==> config.mk <==
export PLATFORM = sky130hd
export DESIGN_NAME = division_seq
export DESIGN_NICKNAME = d
export VERILOG_FILES = /design/src/rtl/division_seq.sv
export SDC_FILE = /design/constraint.sdc
export NUM_CORES = 1
export LEC_CHECK = 0
export CAP_MARGIN = 40
export CORE_ASPECT_RATIO = 1.25
export CORE_MARGIN = 1.5
export CORE_UTILIZATION = 55
export CTS_CLUSTER_SIZE = 40
export DETAILED_ROUTE_END_ITERATION = 10
export GPL_TIMING_DRIVEN = 0
export HOLD_SLACK_MARGIN = 0.1
export MAX_ROUTING_LAYER = met4
export PLACE_DENSITY = 0.79
export SYNTH_ARGS = -nofsm -noshare
export SYNTH_HDL_FRONTEND = slang
export SYNTH_SLANG_ARGS = --single-unit
export TNS_END_PERCENT = 20
==> constraint.sdc <==
create_clock -name i_clock -period 3.8 [get_ports i_clock]
set_input_delay 0.76 -clock i_clock [delete_from_list [all_inputs] [get_ports i_clock]]
set_output_delay 0.76 -clock i_clock [all_outputs]
set_load 0.005 [all_outputs]
==> src/rtl/division_seq.sv <==
// Signed restoring divider, one quotient bit per cycle; result = {remainder, quotient}.
// Latency 34 cycles from accepted start to done (1 cycle for divide by zero); start is ignored while busy.
module division_seq #(
  parameter int WIDTH = 32
) (
  input  logic               i_clock,
  input  logic               i_clear,
  input  logic               i_start,
  input  logic [WIDTH-1:0]   i_dividend,
  input  logic [WIDTH-1:0]   i_divisor,
  output logic               o_busy,
  output logic               o_done,
  output logic               o_div_by_zero,
  output logic [2*WIDTH-1:0] o_result
);

  localparam int CW = $clog2(WIDTH);

  typedef enum logic [1:0] {IDLE, CALC, SIGN, DONE} state_t;

  state_t             r_state;
  logic [WIDTH-1:0]   r_rem;
  logic [WIDTH-1:0]   r_quo;
  logic [WIDTH-1:0]   r_dvsr;
  logic [CW-1:0]      r_cnt;
  logic               r_sign_q;
  logic               r_sign_r;
  logic               r_zero;
  logic               r_fixed;
  logic               r_busy;
  logic               r_done;
  logic               r_dbz;
  logic [2*WIDTH-1:0] r_result;

  logic               w_accept;
  logic [WIDTH-1:0]   w_dvd_mag;
  logic [WIDTH-1:0]   w_dvs_mag;
  logic [WIDTH:0]     w_shift;
  logic               w_ge;
  logic [WIDTH-1:0]   w_trial;

  assign w_accept  = i_start && (r_state == IDLE || r_state == DONE);
  assign w_dvd_mag = i_dividend[WIDTH-1] ? -i_dividend : i_dividend;
  assign w_dvs_mag = i_divisor[WIDTH-1]  ? -i_divisor  : i_divisor;

  // Remainder stays below |divisor| <= 2^(WIDTH-1), so only the shifted value needs the extra bit.
  assign w_shift = {r_rem, r_quo[WIDTH-1]};
  assign w_ge    = w_shift >= {1'b0, r_dvsr};
  assign w_trial = w_shift[WIDTH-1:0] - r_dvsr;

  always_ff @(posedge i_clock) begin
    if (i_clear) begin
      r_state  <= IDLE;
      r_rem    <= '0;
      r_quo    <= '0;
      r_dvsr   <= '0;
      r_cnt    <= '0;
      r_sign_q <= 1'b0;
      r_sign_r <= 1'b0;
      r_zero   <= 1'b0;
      r_fixed  <= 1'b0;
      r_busy   <= 1'b0;
      r_done   <= 1'b0;
      r_dbz    <= 1'b0;
      r_result <= '0;
    end else begin
      r_done <= 1'b0;
      if (w_accept) begin
        r_dbz <= 1'b0;
        r_cnt <= '0;
        if (i_divisor == '0) begin
          // Skip the iterations and negation: the fixed result goes straight to the write stage.
          r_state  <= SIGN;
          r_fixed  <= 1'b1;
          r_zero   <= 1'b1;
          r_quo    <= '1;
          r_rem    <= i_dividend;
          r_sign_q <= 1'b0;
          r_sign_r <= 1'b0;
        end else begin
          r_state  <= CALC;
          r_fixed  <= 1'b0;
          r_zero   <= 1'b0;
          r_busy   <= 1'b1;
          r_quo    <= w_dvd_mag;
          r_rem    <= '0;
          r_dvsr   <= w_dvs_mag;
          r_sign_q <= i_dividend[WIDTH-1] ^ i_divisor[WIDTH-1];
          r_sign_r <= i_dividend[WIDTH-1];
        end
      end else begin
        case (r_state)
          CALC: begin
            r_rem <= w_ge ? w_trial : w_shift[WIDTH-1:0];
            r_quo <= {r_quo[WIDTH-2:0], w_ge};
            r_cnt <= r_cnt + CW'(1);
            if (r_cnt == CW'(WIDTH - 1)) r_state <= SIGN;
          end
          SIGN: begin
            // Negation and the result write use separate cycles so the negators do not feed o_result directly.
            if (!r_fixed) begin
              r_quo   <= r_sign_q ? -r_quo : r_quo;
              r_rem   <= r_sign_r ? -r_rem : r_rem;
              r_fixed <= 1'b1;
            end else begin
              r_result <= {r_rem, r_quo};
              r_dbz    <= r_zero;
              r_done   <= 1'b1;
              r_busy   <= 1'b0;
              r_state  <= DONE;
            end
          end
          IDLE, DONE: ;
          default: r_state <= IDLE;
        endcase
      end
    end
  end

  assign o_busy        = r_busy;
  assign o_done        = r_done;
  assign o_div_by_zero = r_dbz;
  assign o_result      = r_result;

endmodule

==> summary by stage <==
CTS
The CTS clock-pin slew for the worst setup and hold paths is 0.08 ns. The maximum clock path buffer count is 2. The total CTS buffers is 17. The clock reaches the later pin of the worst-skew pair after 0.45 ns.

The tree is rooted in a sky130_fd_sc_hd__clkbuf_16. CTS built an H-tree with a depth of 4. After clock tree synthesis, the setup repair step added 0 buffers. TritonCTS built the clock tree. The clock net in this run drives a total of 174 sinks.

Routing
The per-cell via count in the routed design is 6.36. Detailed routing inserted a total of 11800 vias. Summed over all layers, the routed wires come to 38.5 mm. The first-pass iteration count of the detailed router is 8.

After detailed routing, the number of remaining DRC violations is 0. The final routed wire length divided by cell count is 20.7 µm. The number of DRC markers after the initial detailed-route iteration is 979. The count of nets left with antenna violations once routing finished came out at 0.

STA
After layout, the worst path uses 98.4% of the clock period. Static timing analysis puts the maximum clock frequency at 267 MHz. At the pin with the least slew margin, the transition time is 0.974 ns. The final hold violation count is 0. The final-report setup violation count is 0. The number of max-slew violations in the final report is 0. The time the final worst path needs with I/O delays and setup is 3.74 ns. For the final routed database, the setup TNS stands at 0 ns. Clock skew on the completed layout was measured at 0.0139 ns. The worst pin sits at a relative slew slack of 34.8%. Final hold analysis gives a worst-case slack of 0.458 ns.

Global route
The via count of the first global-routing pass is 11100. The maximum number of pins on one net before global-route repair is 19. The number of antenna violations at the first check in global routing is 0.

After global routing the overflow that remains totals 0. Global routing consumed, over all layers together, 36.1% of the routing resources. The first global-routing pass estimated 59.2 mm of wire.

Cells and area
Leaving out fill and tap cells, the most frequent cell in the layout is sky130_fd_sc_hd__dfxtp_1. In the layout the commonest cells are 172 x sky130_fd_sc_hd__dfxtp_1, 165 x sky130_fd_sc_hd__nor2_1, 131 x sky130_fd_sc_hd__clkdlybuf4s50_1, 96 x sky130_fd_sc_hd__a21oi_1, 92 x sky130_fd_sc_hd__o21ai_0. The filler cells instantiated in the layout total 1724. In the final layout, the share of cells above drive strength 1 is 7.34%. The register area is 3490 µm². The utilization after layout is 67.9%.

The number of antenna cells inserted is 0. The net count reported at finish is 1688. Relative to the synthesized area, the layout overhead comes to 20.2%. Summing all multi-input logic gate instances after layout gives 7350 µm².

Critical path
The critical path starts at r_rem[12]$_SDFFE_PP0P_. The start of the worst register-to-register path is r_rem[12]$_SDFFE_PP0P_. The category of the worst setup path launch point is a flop. The critical path capture point type is a flop. The critical path required time is 4.14 ns. The critical path in this run is classified as reg2reg.

Data on the critical path arrives at its endpoint at 4.08 ns. The critical-path maximum fanout is 8.

Synthesis
The cell taking the most area after synthesis is sky130_fd_sc_hd__dfxtp_1. Ranked by total cell area, the synthesized netlist is headed by sky130_fd_sc_hd__dfxtp_1 30%, sky130_fd_sc_hd__nor2_1 5.4%, sky130_fd_sc_hd__xnor2_1 5.1%. The synthesized design contains 0 enable-type register cells. Summing every instance area after synthesis gives 11400 µm². The total nets after synthesis is 1537. Of all flip-flops after synthesis, the portion carrying an async set or reset was 0%. For this run, the number of Yosys warnings is 0. After synthesis, the netlist uses 77 different library cells. For this run, the register share of the synthesized area comes to 30.5%. The flip-flop and latch count after synthesis is 174. The top cell type by area accounts for 30.5% of the synthesized area. The average size of a mapped cell is 8.00 µm². The post-synthesis instance total is 1429. In the synthesized netlist the dominant register cell turns out to be sky130_fd_sc_hd__dfxtp_1.

Floorplanning
The area of the die is 21700 µm². The core region area is 20200 µm². The vertical die dimension is 164 µm. The width of the die is 132 µm. The number of rows in the core area is 58.

The initial core utilization is 56.5%. 134 I/O pins were placed.

Place
The total half-perimeter wirelength after legalization and detailed placement is 29.9 mm. Input and output buffers added on the ports amount to 131. The final RePlAce weighted congestion is 1.03.

Power and ir drop
The leakage dissipation is 5.17 nW. In this run the power density over the cells is 872 nW/µm². The maximum ir drop on the vdd rail is 383 µV.

Flow run
The max-capacitance violation count is 0.

Status
The run finished with clean final reports.

Hold path
The beginning of the worst hold path is r_dvsr[26]$_SDFFE_PP0P_. The worst hold path belongs to the class reg2reg.
==> path summary, 6_finish.rpt <==
| path | cells after the start | slack (ns) | endpoint |
|---|---|---|---|
| worst min register to register | 2 | 0.46 | r_dvsr[26]$_SDFFE_PP0P_ |
| worst max register to register | 11 | 0.06 | r_rem[28]$_SDFFE_PP0P_ |
| worst max-delay path | 11 | 0.06 | r_rem[28]$_SDFFE_PP0P_ |
| worst min-delay path | 2 | 0.46 | r_dvsr[26]$_SDFFE_PP0P_ |
==> sequential cells by signal, summed over array words and instances, names as in the netlist, 2 cells and up <==
signal	flops
r_quo	32
r_state	2
o_result	64
r_rem	32
r_cnt	5
r_dvsr	32
==> cells in the mapped netlist, drive strengths merged (7+ instances only) <==
cell	number
dfxtp	174
nor2	166
a21oi	96
o21ai	93
nand2	87
clkbuf	86
xnor2	66
a22o	65
inv	61
xor2	54
a211oi	50
nor3	41
ha	40
a221oi	37
nand3	29
or3	19
nand4	17
o31ai	17
buf	16
mux2	16
o211ai	16
or4	16
nor4	14
a21o	12
nand2b	12
o41ai	11
or2	11
a31oi	10
o221ai	9
mux2i	7
==> cells by family (layout without fill, tap and decap cells) <==
kind of cell / after synthesis / after routing / synth area share [%]
buffers and inverters: 164 / 328 / 5.83
flip-flops: 174 / 174 / 30.5
AND/OR/NAND/NOR: 438 / 438 / 18.6
adder cells (fa/ha/maj): 41 / 41 / 4.55
multiplexers: 23 / 23 / 2.19
XOR/XNOR: 120 / 120 / 9.19
AO/OA/AOI/OAI: 469 / 469 / 29.2
==> worst max-delay path, cell delays in order (launching register included) <==
cell and delay (ns):
sky130_fd_sc_hd__dfxtp_1 0.42, sky130_fd_sc_hd__ha_1 0.33, sky130_fd_sc_hd__clkbuf_1 0.29, sky130_fd_sc_hd__nand4_1 0.26, sky130_fd_sc_hd__nor4_4 0.48, sky130_fd_sc_hd__nand3_1 0.28
sky130_fd_sc_hd__a31oi_1 0.27, sky130_fd_sc_hd__o22ai_1 0.19, sky130_fd_sc_hd__nand2b_1 0.18, sky130_fd_sc_hd__a2111oi_1 0.47, sky130_fd_sc_hd__o21ai_0 0.15, sky130_fd_sc_hd__a221oi_1 0.30
==> report_power, final <==
part | total, mW | internal (mW) | switching (mW)
Clock | 1.73 | 0.871 | 0.864
Sequential | 2.81 | 2.25 | 0.558
Combinational | 7.44 | 2.87 | 4.57
Total | 12.0 | 5.99 | 5.99
==> what timing repair did <==
item / 4_1_cts / 5_1_grt
resized for setup: 10 / 11
hold buffers: 0 / 0
endpoints found under the setup margin: 44 / 34
pin swaps: 0 / 1
gates cloned: 0 / 0
==> layout make-up <==
class | instances | share of cell area [%]
multi-input cells | 1091 | 53.5
flip-flops and latches | 174 | 25.4
repair buffers | 133 | 9.65
plain buffers | 101 | 3.21
clock buffers | 17 | 3.10
well taps | 270 | 2.46
inverters | 62 | 1.69
clock inverters | 15 | 1.04
==> metrics by stage <==
step	cell area [µm²]	total power, mW	cells	worst slack (ns)
final	13700	12.0	1863	0.0599
after global routing	13700	12.7	1863	-0.0527
after CTS	13700	11.7	1863	0.0151
after detailed placement	13100	9.93	1831	-0.710
after global placement	13100	9.85	1830	-0.783
after floorplan	11400	7.99	1429	0.534
==> layer usage <==
layer / routed length, µm / vias up / global-route usage [%] / share of wire [%]
met5: 0 / - / - / 0
met4: 2180 / 0 / 20.7 / 5.7
met3: 2690 / 160 / 5.93 / 7.0
met2: 19100 / 641 / 63.2 / 50
met1: 14500 / 5454 / 38.8 / 38
li1: - / 5591 / - / -
Note: power is estimated with default switching activity, not from simulation.
